### src/rtl/tiny_pkg.sv
// Constants and state encoding shared by the word loader and its beat shifter.
package tiny_pkg;

  localparam int BW = 32;
  localparam int DW = 198;
  localparam int AW = 6;
  localparam int NB = 7;

  typedef enum logic [2:0] {
    IDLE,
    WFILL,
    WRITE,
    RADDR,
    RCAP,
    RSEND
  } state_t;

endpackage

### src/rtl/word_shifter.sv
// NB-beat shift register: parallel load of a whole word, serial shift of one
// beat per cycle towards beat 0 with a new beat entering at the top.
module word_shifter #(
  parameter int BW = tiny_pkg::BW,
  parameter int NB = tiny_pkg::NB
) (
  input  logic             clk,
  input  logic             reset,
  input  logic             load,
  input  logic             shift,
  input  logic [NB*BW-1:0] load_data,
  input  logic [BW-1:0]    shift_in,
  output logic [NB*BW-1:0] word
);
  import tiny_pkg::*;

  logic [NB*BW-1:0] word_reg;
  logic [NB*BW-1:0] shifted;

  generate
    for (genvar gi = 0; gi < NB; gi++) begin : g_beat
      if (gi == NB - 1) begin : g_top
        assign shifted[gi*BW +: BW] = shift_in;
      end else begin : g_low
        assign shifted[gi*BW +: BW] = word_reg[(gi+1)*BW +: BW];
      end
    end
  endgenerate

  // Load wins over shift so a capture is never corrupted by a stray shift.
  always_ff @(posedge clk or negedge reset) begin
    if (!reset) begin
      word_reg <= '0;
    end else if (load) begin
      word_reg <= load_data;
    end else if (shift) begin
      word_reg <= shifted;
    end
  end

  assign word = word_reg;

endmodule

### src/rtl/word_loader.sv
// Host-side loader that moves DW-bit RAM words in and out as NB beats of BW
// bits, least-significant beat first.
module word_loader #(
  parameter int BW = tiny_pkg::BW,
  parameter int DW = tiny_pkg::DW,
  parameter int AW = tiny_pkg::AW,
  parameter int NB = tiny_pkg::NB
) (
  input  logic          clk,
  input  logic          reset,
  input  logic          cmd_valid,
  output logic          cmd_ready,
  input  logic          cmd_write,
  input  logic [AW-1:0] cmd_addr,
  input  logic          in_valid,
  output logic          in_ready,
  input  logic [BW-1:0] in_data,
  output logic          out_valid,
  input  logic          out_ready,
  output logic [BW-1:0] out_data,
  output logic          ram_sel,
  output logic          ram_w,
  output logic [AW-1:0] ram_addr,
  output logic [DW-1:0] ram_data,
  input  logic [DW-1:0] ram_out
);
  import tiny_pkg::*;

  localparam int CW = (NB > 1) ? $clog2(NB) : 1;
  localparam int PW = NB * BW;
  localparam logic [CW-1:0] LAST_BEAT = CW'(NB - 1);

  state_t        state_reg, state_next;
  logic [CW-1:0] cnt_reg, cnt_next;
  logic [AW-1:0] addr_reg;
  logic [DW-1:0] ram_data_reg;
  logic          ready_reg;

  logic          addr_load;
  logic          word_done;
  logic          asm_shift;
  logic          rd_load;
  logic          rd_shift;
  logic [PW-1:0] asm_word;
  logic [PW-1:0] asm_word_next;
  logic [PW-1:0] rd_word;
  logic [PW-1:0] rd_load_data;

  word_shifter #(.BW(BW), .NB(NB)) u_asm (
    .clk       (clk),
    .reset     (reset),
    .load      (1'b0),
    .shift     (asm_shift),
    .load_data ('0),
    .shift_in  (in_data),
    .word      (asm_word)
  );

  word_shifter #(.BW(BW), .NB(NB)) u_rd (
    .clk       (clk),
    .reset     (reset),
    .load      (rd_load),
    .shift     (rd_shift),
    .load_data (rd_load_data),
    .shift_in  ('0),
    .word      (rd_word)
  );

  // The final beat's bits above DW-1 fall off here, so host garbage never lands.
  assign asm_word_next = {in_data, asm_word[PW-1:BW]};
  assign rd_load_data  = {{(PW-DW){1'b0}}, ram_out};

  always_comb begin
    state_next = state_reg;
    cnt_next   = cnt_reg;
    cmd_ready  = 1'b0;
    in_ready   = 1'b0;
    out_valid  = 1'b0;
    ram_sel    = 1'b0;
    ram_w      = 1'b0;
    addr_load  = 1'b0;
    word_done  = 1'b0;
    asm_shift  = 1'b0;
    rd_load    = 1'b0;
    rd_shift   = 1'b0;
    case (state_reg)
      IDLE: begin
        cmd_ready = ready_reg;
        if (cmd_valid && ready_reg) begin
          addr_load  = 1'b1;
          cnt_next   = '0;
          state_next = cmd_write ? WFILL : RADDR;
        end
      end
      WFILL: begin
        in_ready = 1'b1;
        if (in_valid) begin
          asm_shift = 1'b1;
          if (cnt_reg == LAST_BEAT) begin
            word_done  = 1'b1;
            cnt_next   = '0;
            state_next = WRITE;
          end else begin
            cnt_next = cnt_reg + 1'b1;
          end
        end
      end
      WRITE: begin
        ram_sel    = 1'b1;
        ram_w      = 1'b1;
        state_next = IDLE;
      end
      RADDR: begin
        ram_sel    = 1'b1;
        state_next = RCAP;
      end
      RCAP: begin
        rd_load    = 1'b1;
        state_next = RSEND;
      end
      RSEND: begin
        out_valid = 1'b1;
        if (out_ready) begin
          rd_shift = 1'b1;
          if (cnt_reg == LAST_BEAT) begin
            cnt_next   = '0;
            state_next = IDLE;
          end else begin
            cnt_next = cnt_reg + 1'b1;
          end
        end
      end
      default: state_next = IDLE;
    endcase
  end

  // ready_reg keeps cmd_ready low during reset and until the first edge after it.
  always_ff @(posedge clk or negedge reset) begin
    if (!reset) begin
      state_reg    <= IDLE;
      cnt_reg      <= '0;
      ready_reg    <= 1'b0;
      addr_reg     <= '0;
      ram_data_reg <= '0;
    end else begin
      state_reg <= state_next;
      cnt_reg   <= cnt_next;
      ready_reg <= 1'b1;
      if (addr_load) begin
        addr_reg <= cmd_addr;
      end
      if (word_done) begin
        ram_data_reg <= asm_word_next[DW-1:0];
      end
    end
  end

  assign ram_addr = addr_reg;
  assign ram_data = ram_data_reg;
  assign out_data = out_valid ? rd_word[BW-1:0] : '0;

  logic unused_bits;
  assign unused_bits = ^{asm_word_next[PW-1:DW], asm_word[BW-1:0], rd_word[PW-1:BW]};

  a_write_only_in_write: assert property (@(posedge clk) disable iff (!reset)
    ram_w |-> (ram_sel && state_reg == WRITE));

  a_read_beat_held: assert property (@(posedge clk) disable iff (!reset)
    (out_valid && !out_ready) |=> (out_valid && $stable(out_data)));

endmodule

### config.mk
export PLATFORM = sky130hd
export DESIGN_NAME = word_loader
export DESIGN_NICKNAME = d
export VERILOG_FILES = /design/src/rtl/tiny_pkg.sv /design/src/rtl/word_shifter.sv /design/src/rtl/word_loader.sv
export SDC_FILE = /design/constraint.sdc
export NUM_CORES = 1
export LEC_CHECK = 0
export BUFFER_PORTS_ARGS = -buffer_cell sky130_fd_sc_hd__buf_2
export CAP_MARGIN = 20
export CORE_ASPECT_RATIO = 1.5
export CORE_MARGIN = 2
export CORE_UTILIZATION = 45
export CTS_CLUSTER_DIAMETER = 30
export DETAILED_ROUTE_END_ITERATION = 12
export PLACE_DENSITY = 0.67
export SKIP_LAST_GASP = 1
export SLEW_MARGIN = 20
export SYNTH_ARGS = -nofsm -noshare
export SYNTH_HDL_FRONTEND = slang
export SYNTH_SLANG_ARGS = --single-unit
export TNS_END_PERCENT = 50
### constraint.sdc
create_clock -name clk -period 3.15 [get_ports clk]
set_input_delay 0.7875 -clock clk [delete_from_list [all_inputs] [get_ports clk]]
set_output_delay 0.7875 -clock clk [all_outputs]
set_load 0.01 [all_outputs]
==> results of run 1 <==
-- cells by family (layout without fill, tap and decap cells) --
kind of cell           after synthesis  after routing  share of synthesized area
AND/OR/NAND/NOR                    220            220                    0.03978
other                                1             20                  0.0001528
flip-flops                         601            601                     0.6130
buffers and inverters              109            718                    0.02978
multiplexers                       563            563                     0.2683
AO/OA/AOI/OAI                      212            212                    0.04906
-- per-layer routing --
metal | track usage | vias to the layer above | share of wire
met2 | 0.3322 | 451 | 0.48
li1 | - | 7108 | -
met3 | 0.07264 | 115 | 0.082
met1 | 0.2485 | 7503 | 0.41
met5 | 0 | - | 0.0020
met4 | 0.07955 | 18 | 0.030
-- power breakdown --
group | internal [mW] | switching [mW]
sequential | 11.3 | 2.29
combinational | 5.39 | 4.46
clock | 7.50 | 3.96
-- critical path, stage by stage (launching register included) --
cell and delay, ns:
dfrtp_1 0.46, nand2b_2 0.28, nor2_2 0.23, buf_8 0.24, and2_1 0.18, buf_2 0.13
-- placed cells by master, fill, tap and decap left out, types with 16 or more instances in the layout --
cell type,n
diode_2,19
clkinv_2,16
mux2_2,277
clkbuf_16,102
mux2_4,120
buf_2,481
o21ai_0,81
and2_1,34
buf_12,23
buf_4,25
nand2_1,169
a22o_1,32
mux2i_1,166
o21ai_1,88
dfrtp_1,600
-- layout make-up --
type,instances,area [µm²],area share
Clock inverter,64,865.8,0.02752
Antenna cell,19,47.55,0.001511
Inverter,1,3.754,0.0001193
Clock buffer,122,2768,0.08798
Sequential cell,601,15040,0.4781
Multi-Input combinational cell,996,8783,0.2792
Tap cell,689,862.1,0.02741
Timing Repair Buffer,531,3085,0.09809
-- per-stage QoR --
stage	hold WS, ns	setup WS (ns)
2_1_floorplan	0.4418	1.001
3_3_place_gp	0.4611	0.8571
3_5_place_dp	0.4670	0.7276
4_1_cts	0.1641	0.03881
5_1_grt	0.1966	0.01823
6_report	0.1830	0.1639
-- timing repair --
action,in CTS,in global routing
buffers inserted,0,0
endpoints found under the setup margin,0,26
gates resized for setup,0,3
-- how the worst min path moves through the flow --
| stage | from | endpoint | slack (ns) | depth (start not counted) |
|---|---|---|---|---|
| detailed placement | u_rd.word[14] | u_rd.word[14] | 0.47 | 2 |
| CTS | reset | ram_data[87] | 0.16 | 1 |
| floorplan | u_rd.word[0] | u_rd.word[0] | 0.44 | 2 |
| global route | reset | u_rd.word[67] | 0.20 | 1 |
| finish | reset | u_asm.word[145] | 0.18 | 1 |
| global placement | u_rd.word[14] | u_rd.word[14] | 0.46 | 2 |
==> impl_metrics.yaml, run 1 <==
yosys:
  synth_flop_cell: "dfrtp_1"
  synth_warnings: 0
  seq_area_frac_synth: 0.6130
  async_flop_share: 1.000
  synth_edf_count: 0
  syn_inst: 1706
  ys_top_cells_by_area: "dfrtp_1 61%, mux2_2 13%, mux2_4 7.3%"
  synth_top_area_cell: "dfrtp_1"
  ys_types: 37
  syn_nets: 1948
  synth_commonest_cells: "601 x dfrtp_1, 277 x mux2_2, 169 x nand2_1, 166 x mux2i_1, 120 x mux2_4"
  synth_top_area_share: 0.6130
  synth.most_common_cell: "dfrtp_1"
  syn_avg_cell_area_um2: 14.38
  ys_ff_latch: 601
  syn-cell-area_um2: 24540
global_route:
  gr-total-overflow: 0
  grt_usage: 0.2042
  grt_first_pass_wirelength_mm: 91.40
  grt_pass1_vias: 16246
  antenna_found_initial: 28
  grt_max_degree: 85
worst_setup_path:
  r2r_slack_ns: 0.94
  cp.required_ns: 2.36
  r2r.worst_path.cells: 6
  worstSetupPathType: "flip-flop to output pin"
  cp-start-kind: "flip-flop"
  r2r_start: "state_reg[1]"
  rr_endpoint: "u_rd.word[148]"
  worstSetupEndpoint: "out_data[15]"
  crit_path_end_kind: "output pin"
  setup.worst_path.start: "state_reg[1]"
  critical_path_peak_fanout: 28
  crit_arrival_ns: 2.20
routing:
  drt_iter0_drc: 501
  wl_mm: 57.17
  first_pass_iters: 6
  ant_nets: 0
  vias: 15195
  drc_errors: 0
  routedWlPerCell_um: 18.91
  post_drt_via_cell_ratio: 5.026
final_layout:
  final_cells: 3023
  nNetsFinal: 2473
  drive_gt1_frac: 0.4825
  synthToLayoutAreaGrowth_pct: 28.20
  fill_cells: 4298
  finalInstanceArea_um2: 31460
  final_util: 0.5853
sta:
  fin_crit_sh: 0.9480
  fin_worst_skew_ns: 0.02783
  rsz0062_at_grt: "no"
  tns_ns: 0
  timing.slew.headroom: 0.5307
  fmax_mhz: 334.9
  tightest_slew_ns: 0.7039
  layout_min_cycle_time_ns: 2.986
  drv_slew: 0
  setup_violations: 0
  hold_viol_final: 0
clocking:
  clk_latency_ns: 0.64
  cts_buffers: 100
  clk_pin_slew_ns: 0.05
  cts_tree: "yes"
  htreeDepth: 3
  postCtsHoldBufs: 0
  cts_buffer_depth: 3
  numClockSinks: 601
  root_buffer: "clkbuf_16"
power:
  power_density_nw_per_um2: 1108
  power_mw: 34.86
  leakagePower_nw: 14.74
  peakVddDrop_mv: 0.5853
status:
  status: "finished, final reports clean"
placement:
  placed_cells: 2818
  placed_area_um2: 27770
  place_congestion: 0.8206
  port-buffer-count: 482
  post-dp-hpwl_mm: 40.18
floorplanning:
  die_y_um: 290.0
  initial_core_util: 0.4566
  dieArea_um2: 56450
  core_area_um2: 53740
  rows: 104
  ios: 483
  fp.dieW_um: 194.7
worst_hold_path:
  hold_path_class: "input pin to async pin"
run:
  cap_violations: 0
Power figures use the tool's default switching activity.
==> run 2, diff against run 1 <==
ABC_AREA = 1   (was not set)
CTS_CLUSTER_SIZE = 14   (was not set)
==> impl_metrics.yaml, run 2 <==
clocking:
  post_cts_buffers: 0
  cts_tree: "yes"
  root_buffer: "clkbuf_16"
  clk_latency_ns: 0.64
  htreeDepth: 3
  cts_buffers: 95
  cts_buffer_depth: 3
  clk_pin_slew_ns: 0.05
  numClockSinks: 601
global_route:
  gr-total-overflow: 0
  grt_first_pass_wirelength_mm: 103.5
  antenna_found_initial: 14
  grt_pass1_vias: 19251
  grt_usage: 0.2301
  grt_max_degree: 155
sta:
  drv_slew: 0
  setup_violations: 0
  timing.slew.headroom: 0.4820
  fin_worst_skew_ns: 0.02345
  tightest_slew_ns: 0.7771
  rsz0062_at_grt: "no"
  fmax_mhz: 350.8
  tns_ns: 0
  fin_crit_sh: 0.9048
  hold_viol_final: 0
  layout_min_cycle_time_ns: 2.850
yosys:
  synth.most_common_cell: "nand2_1"
  synth_commonest_cells: "1130 x nand2_1, 601 x dfrtp_1, 461 x o21ai_0, 349 x inv_1, 79 x buf_2"
  synth_warnings: 0
  ys_top_cells_by_area: "dfrtp_1 61%, nand2_1 17%, o21ai_0 9.3%"
  synth_top_area_share: 0.6075
  seq_area_frac_synth: 0.6075
  synth_flop_cell: "dfrtp_1"
  syn_inst: 2937
  syn_nets: 3179
  syn-cell-area_um2: 24760
  ys_ff_latch: 601
  ys_types: 21
  syn_avg_cell_area_um2: 8.429
  synth_top_area_cell: "dfrtp_1"
  synth_edf_count: 0
  async_flop_share: 1.000
routing:
  wl_mm: 65.32
  drt_iter0_drc: 1143
  post_drt_via_cell_ratio: 4.759
  ant_nets: 0
  drc_errors: 0
  first_pass_iters: 5
  vias: 19908
  routedWlPerCell_um: 15.62
final_layout:
  drive_gt1_frac: 0.2068
  final_common_cell: "nand2_1"
  nNetsFinal: 3643
  final_cell_mix: "1129 x nand2_1, 601 x dfrtp_1, 481 x buf_2, 461 x o21ai_0, 349 x inv_1"
  synthToLayoutAreaGrowth_pct: 27.25
  fill_cells: 4907
floorplanning:
  fp.dieW_um: 195.5
  rows: 105
  initial_core_util: 0.4541
  core_area_um2: 54520
  die_y_um: 291.3
  ios: 483
  dieArea_um2: 56950
power:
  pwr-share-comb: 0.280
  p_int_mw: 19.97
  pwr-share-seq: 0.367
  p_sw_mw: 10.94
  power_mw: 30.91
  pwr-share-clk: 0.353
  power_density_nw_per_um2: 981.1
  leakagePower_nw: 16.79
  swShare: 0.3539
  peakVddDrop_mv: 0.8037
worst_setup_path:
  worstSetupPathType: "flip-flop to output pin"
  r2r_start: "state_reg[0]"
  crit_family: "flip-flops"
  setup.worst_path.start: "state_reg[2]"
  slowest_stage: "dfrtp_1"
  cp.required_ns: 2.36
  crit_chain: "nand2_4, nor2_1, buf_2"
  crit_path_end_kind: "output pin"
  crit_arrival_ns: 2.06
  critical_path_peak_fanout: 35
  max_stage_delay_ns: 0.71
  worst-path-buf-inv: 1
  cp-start-kind: "flip-flop"
placement:
  place_congestion: 0.8362
  port-buffer-count: 482
  post-dp-hpwl_mm: 45.42
status:
  status: "finished, final reports clean"
run:
  cap_violations: 0
worst_hold_path:
  hold_path_class: "input pin to async pin"
run 2: cell families after synthesis:
logic type,after synthesis,share of synthesized area
compound gates,559,0.1135
buf+inv,524,0.08511
flops,601,0.6075
other cells,1,0.0001515
simple gates,1252,0.1938
run 2: final cells by class:
type	count	area, µm²	share of cell area
sequential	601	15040	0.4774
tap	695	869.6	0.02760
inverter	352	1326	0.04210
timing repair buffer	539	3163	0.1004
antenna	6	15.01	0.0004766
clock inverter	63	854.6	0.02713
clock buffer	115	2574	0.08170
multi-input combinational	1812	7660	0.2432
run 2: final timing paths:
| check | end | slack, ns | cells after the start |
|---|---|---|---|
| setup / recovery | out_data[6] | 0.30 | 3 |
| setup reg to reg | ram_data[132] | 0.88 | 10 |
| hold reg to reg | ram_addr[5] | 0.46 | 2 |
| min in group clk | u_rd.word[194] | 0.36 | 3 |
| hold / removal | u_asm.word[90] | 0.1 | 1 |
| max in group asynchronous | u_asm.word[212] | 2.13 | 3 |
run 2: worst reg2reg max path, delay by kind of cell (launching register included):
kind                   cells  cell delay (ns)
AO/OA/AOI/OAI              1             0.08
buffers and inverters      5             0.97
flip-flops                 1             0.44
AND/OR/NAND/NOR            4             0.65
run 2: metrics by stage:
stage | utilization | setup WS, ns | instances | instance area, µm² | hold WS, ns
after detailed placement | 0.5145 | 0.6769 | 3999 | 28050 | 0.4567
after CTS | 0.5774 | 0.01524 | 4177 | 31480 | 0.06566
after global routing | 0.5777 | 0.1489 | 4181 | 31500 | 0.09937
after floorplan | - | 1.247 | 2937 | 24760 | 0.4530
final | 0.5778 | 0.2997 | 4183 | 31500 | 0.09748
after global placement | 0.5145 | 0.7723 | 3999 | 28050 | 0.4497
run 2: timing repair:
| item | in CTS | in global routing |
|---|---|---|
| endpoints found under the setup margin | 0 | 32 |
| hold buffers | 0 | 0 |
| gates resized for setup | 0 | 1 |
run 2: power by group through the flow:
stage / clock network, mW / registers, mW / logic, mW
floorplan: 0 / 11.3 / 6.04
global placement: 0 / 11.4 / 8.52
detailed placement: 0 / 11.4 / 8.69
CTS: 11.1 / 11.3 / 8.78
global route: 11.5 / 11.6 / 10.0
finish: 10.9 / 11.3 / 8.66
run 2: layer usage:
metal | wire length [µm] | GRT usage | up-vias | part of all wire
met5 | 147 | 0 | - | 0.0023
met4 | 3008 | 0.1231 | 20 | 0.046
met3 | 4728 | 0.06616 | 148 | 0.072
met2 | 30570 | 0.3611 | 559 | 0.47
met1 | 26870 | 0.2885 | 9168 | 0.41
li1 | - | - | 10013 | -
==> run 3, diff against run 2 <==
REMOVE_ABC_BUFFERS = 1   (was not set)
==> impl_metrics.yaml, run 3 (synthesis results as in run 2) <==
status:
  status: "finished, final reports clean"
worst_setup_path:
  cp.required_ns: 2.36
  crit_arrival_ns: 2.12
  r2r_slack_ns: 0.87
  worstSetupPathType: "flip-flop to output pin"
  cp-start-kind: "flip-flop"
  critical_path_peak_fanout: 8
  crit_path_end_kind: "output pin"
run:
  cap_violations: 0
final_layout:
  final_cell_mix: "1129 x nand2_1, 601 x dfrtp_1, 481 x buf_2, 461 x o21ai_0, 349 x inv_1"
  synthToLayoutAreaGrowth_pct: 27.37
  nNetsFinal: 3649
  final_common_cell: "nand2_1"
  drive_gt1_frac: 0.2082
  fill_cells: 4923
worst_hold_path:
  hold_path_class: "input pin to async pin"
clocking:
  post_cts_resized: 0
  cts_buffer_depth: 3
  numClockSinks: 601
  clk_pin_slew_ns: 0.05
  clk_latency_ns: 0.64
  cts_tree: "yes"
  post_cts_buffers: 0
  cts_buffers: 100
  root_buffer: "clkbuf_16"
  postCtsHoldBufs: 0
  htreeDepth: 3
floorplanning:
  rows: 105
  dieArea_um2: 56950
  initial_core_util: 0.4541
  core_area_um2: 54520
  fp.dieW_um: 195.5
  ios: 483
  die_y_um: 291.3
global_route:
  grt_pass1_vias: 19465
  antenna_found_initial: 3
  grt_usage: 0.2248
  gr-total-overflow: 0
  grt_first_pass_wirelength_mm: 102.0
  grt_max_degree: 126
sta:
  timing.slew.headroom: 0.5670
  holdWs_ns: 0.06746
  setup_violations: 0
  rsz0062_at_grt: "no"
  layout_min_cycle_time_ns: 2.904
  hold_viol_final: 0
  tightest_slew_ns: 0.6494
  tns_ns: 0
  fin_crit_sh: 0.9220
  drv_slew: 0
  finalWorstSetupSlack_ns: 0.2458
  fmax_mhz: 344.3
  fin_worst_skew_ns: 0.04652
placement:
  post-dp-hpwl_mm: 43.34
  place_congestion: 0.8067
  place_ws_ns: 0.8870
  port-buffer-count: 482
routing:
  post_drt_via_cell_ratio: 4.769
  ant_nets: 0
  drt_iter0_drc: 1098
  wl_mm: 64.18
  vias: 19984
  drc_errors: 0
  routedWlPerCell_um: 15.32
  first_pass_iters: 5
power:
  leakagePower_nw: 16.78
  power_density_nw_per_um2: 983.8
  peakVddDrop_mv: 0.6246
run 3: area by class of cell:
class	instances	area, µm²	share of cell area
clock inverters	58	710.7	0.02254
flip-flops and latches	601	15040	0.4770
inverters	352	1326	0.04206
repair buffers	540	3108	0.09857
diodes	3	7.507	0.0002381
well taps	695	869.6	0.02758
clock buffers	129	2815	0.08928
multi-input cells	1812	7655	0.2428
run 3: routing by layer:
metal / wire length (µm) / GRT usage / up-vias
met1: 26060 / 0.2759 / 9284
met2: 30580 / 0.3671 / 580
met3: 5190 / 0.06905 / 131
li1: - / - / 9989
met5: 0 / 0 / -
met4: 2349 / 0.09663 / 0
run 3: worst max-delay path, cell delays in order, from the launching register on:
cell and delay, ns:
dfrtp_1 0.43, nor2_1 0.45, and3_1 0.42, buf_2 0.19
run 3: power by group:
| part | internal (mW) | switching [mW] |
|---|---|---|
| clock network | 7.18 | 3.92 |
| registers | 10.2 | 1.15 |
| logic | 2.89 | 5.73 |
run 3: metrics by stage:
stage	util	area, µm²	instances	power (mW)
global placement	0.5135	28000	4000	19.80
floorplan	-	23970	2765	17.10
detailed placement	0.5135	28000	4000	20.05
global route	0.5783	31530	4189	33.23
finish	0.5783	31530	4190	31.02
CTS	0.5782	31520	4187	31.37
run 3: worst paths after layout:
kind	from	to	depth (start not counted)
max in group asynchronous	reset	u_rd.word[38]	3
hold reg to reg	ram_data[14]	ram_data[14]	2
hold / removal	reset	u_rd.word[165]	1
setup / recovery	state_reg[1]	cmd_ready	3
min in group clk	ram_out[181]	u_rd.word[181]	3
setup reg to reg	state_reg[1]	u_rd.word[91]	8
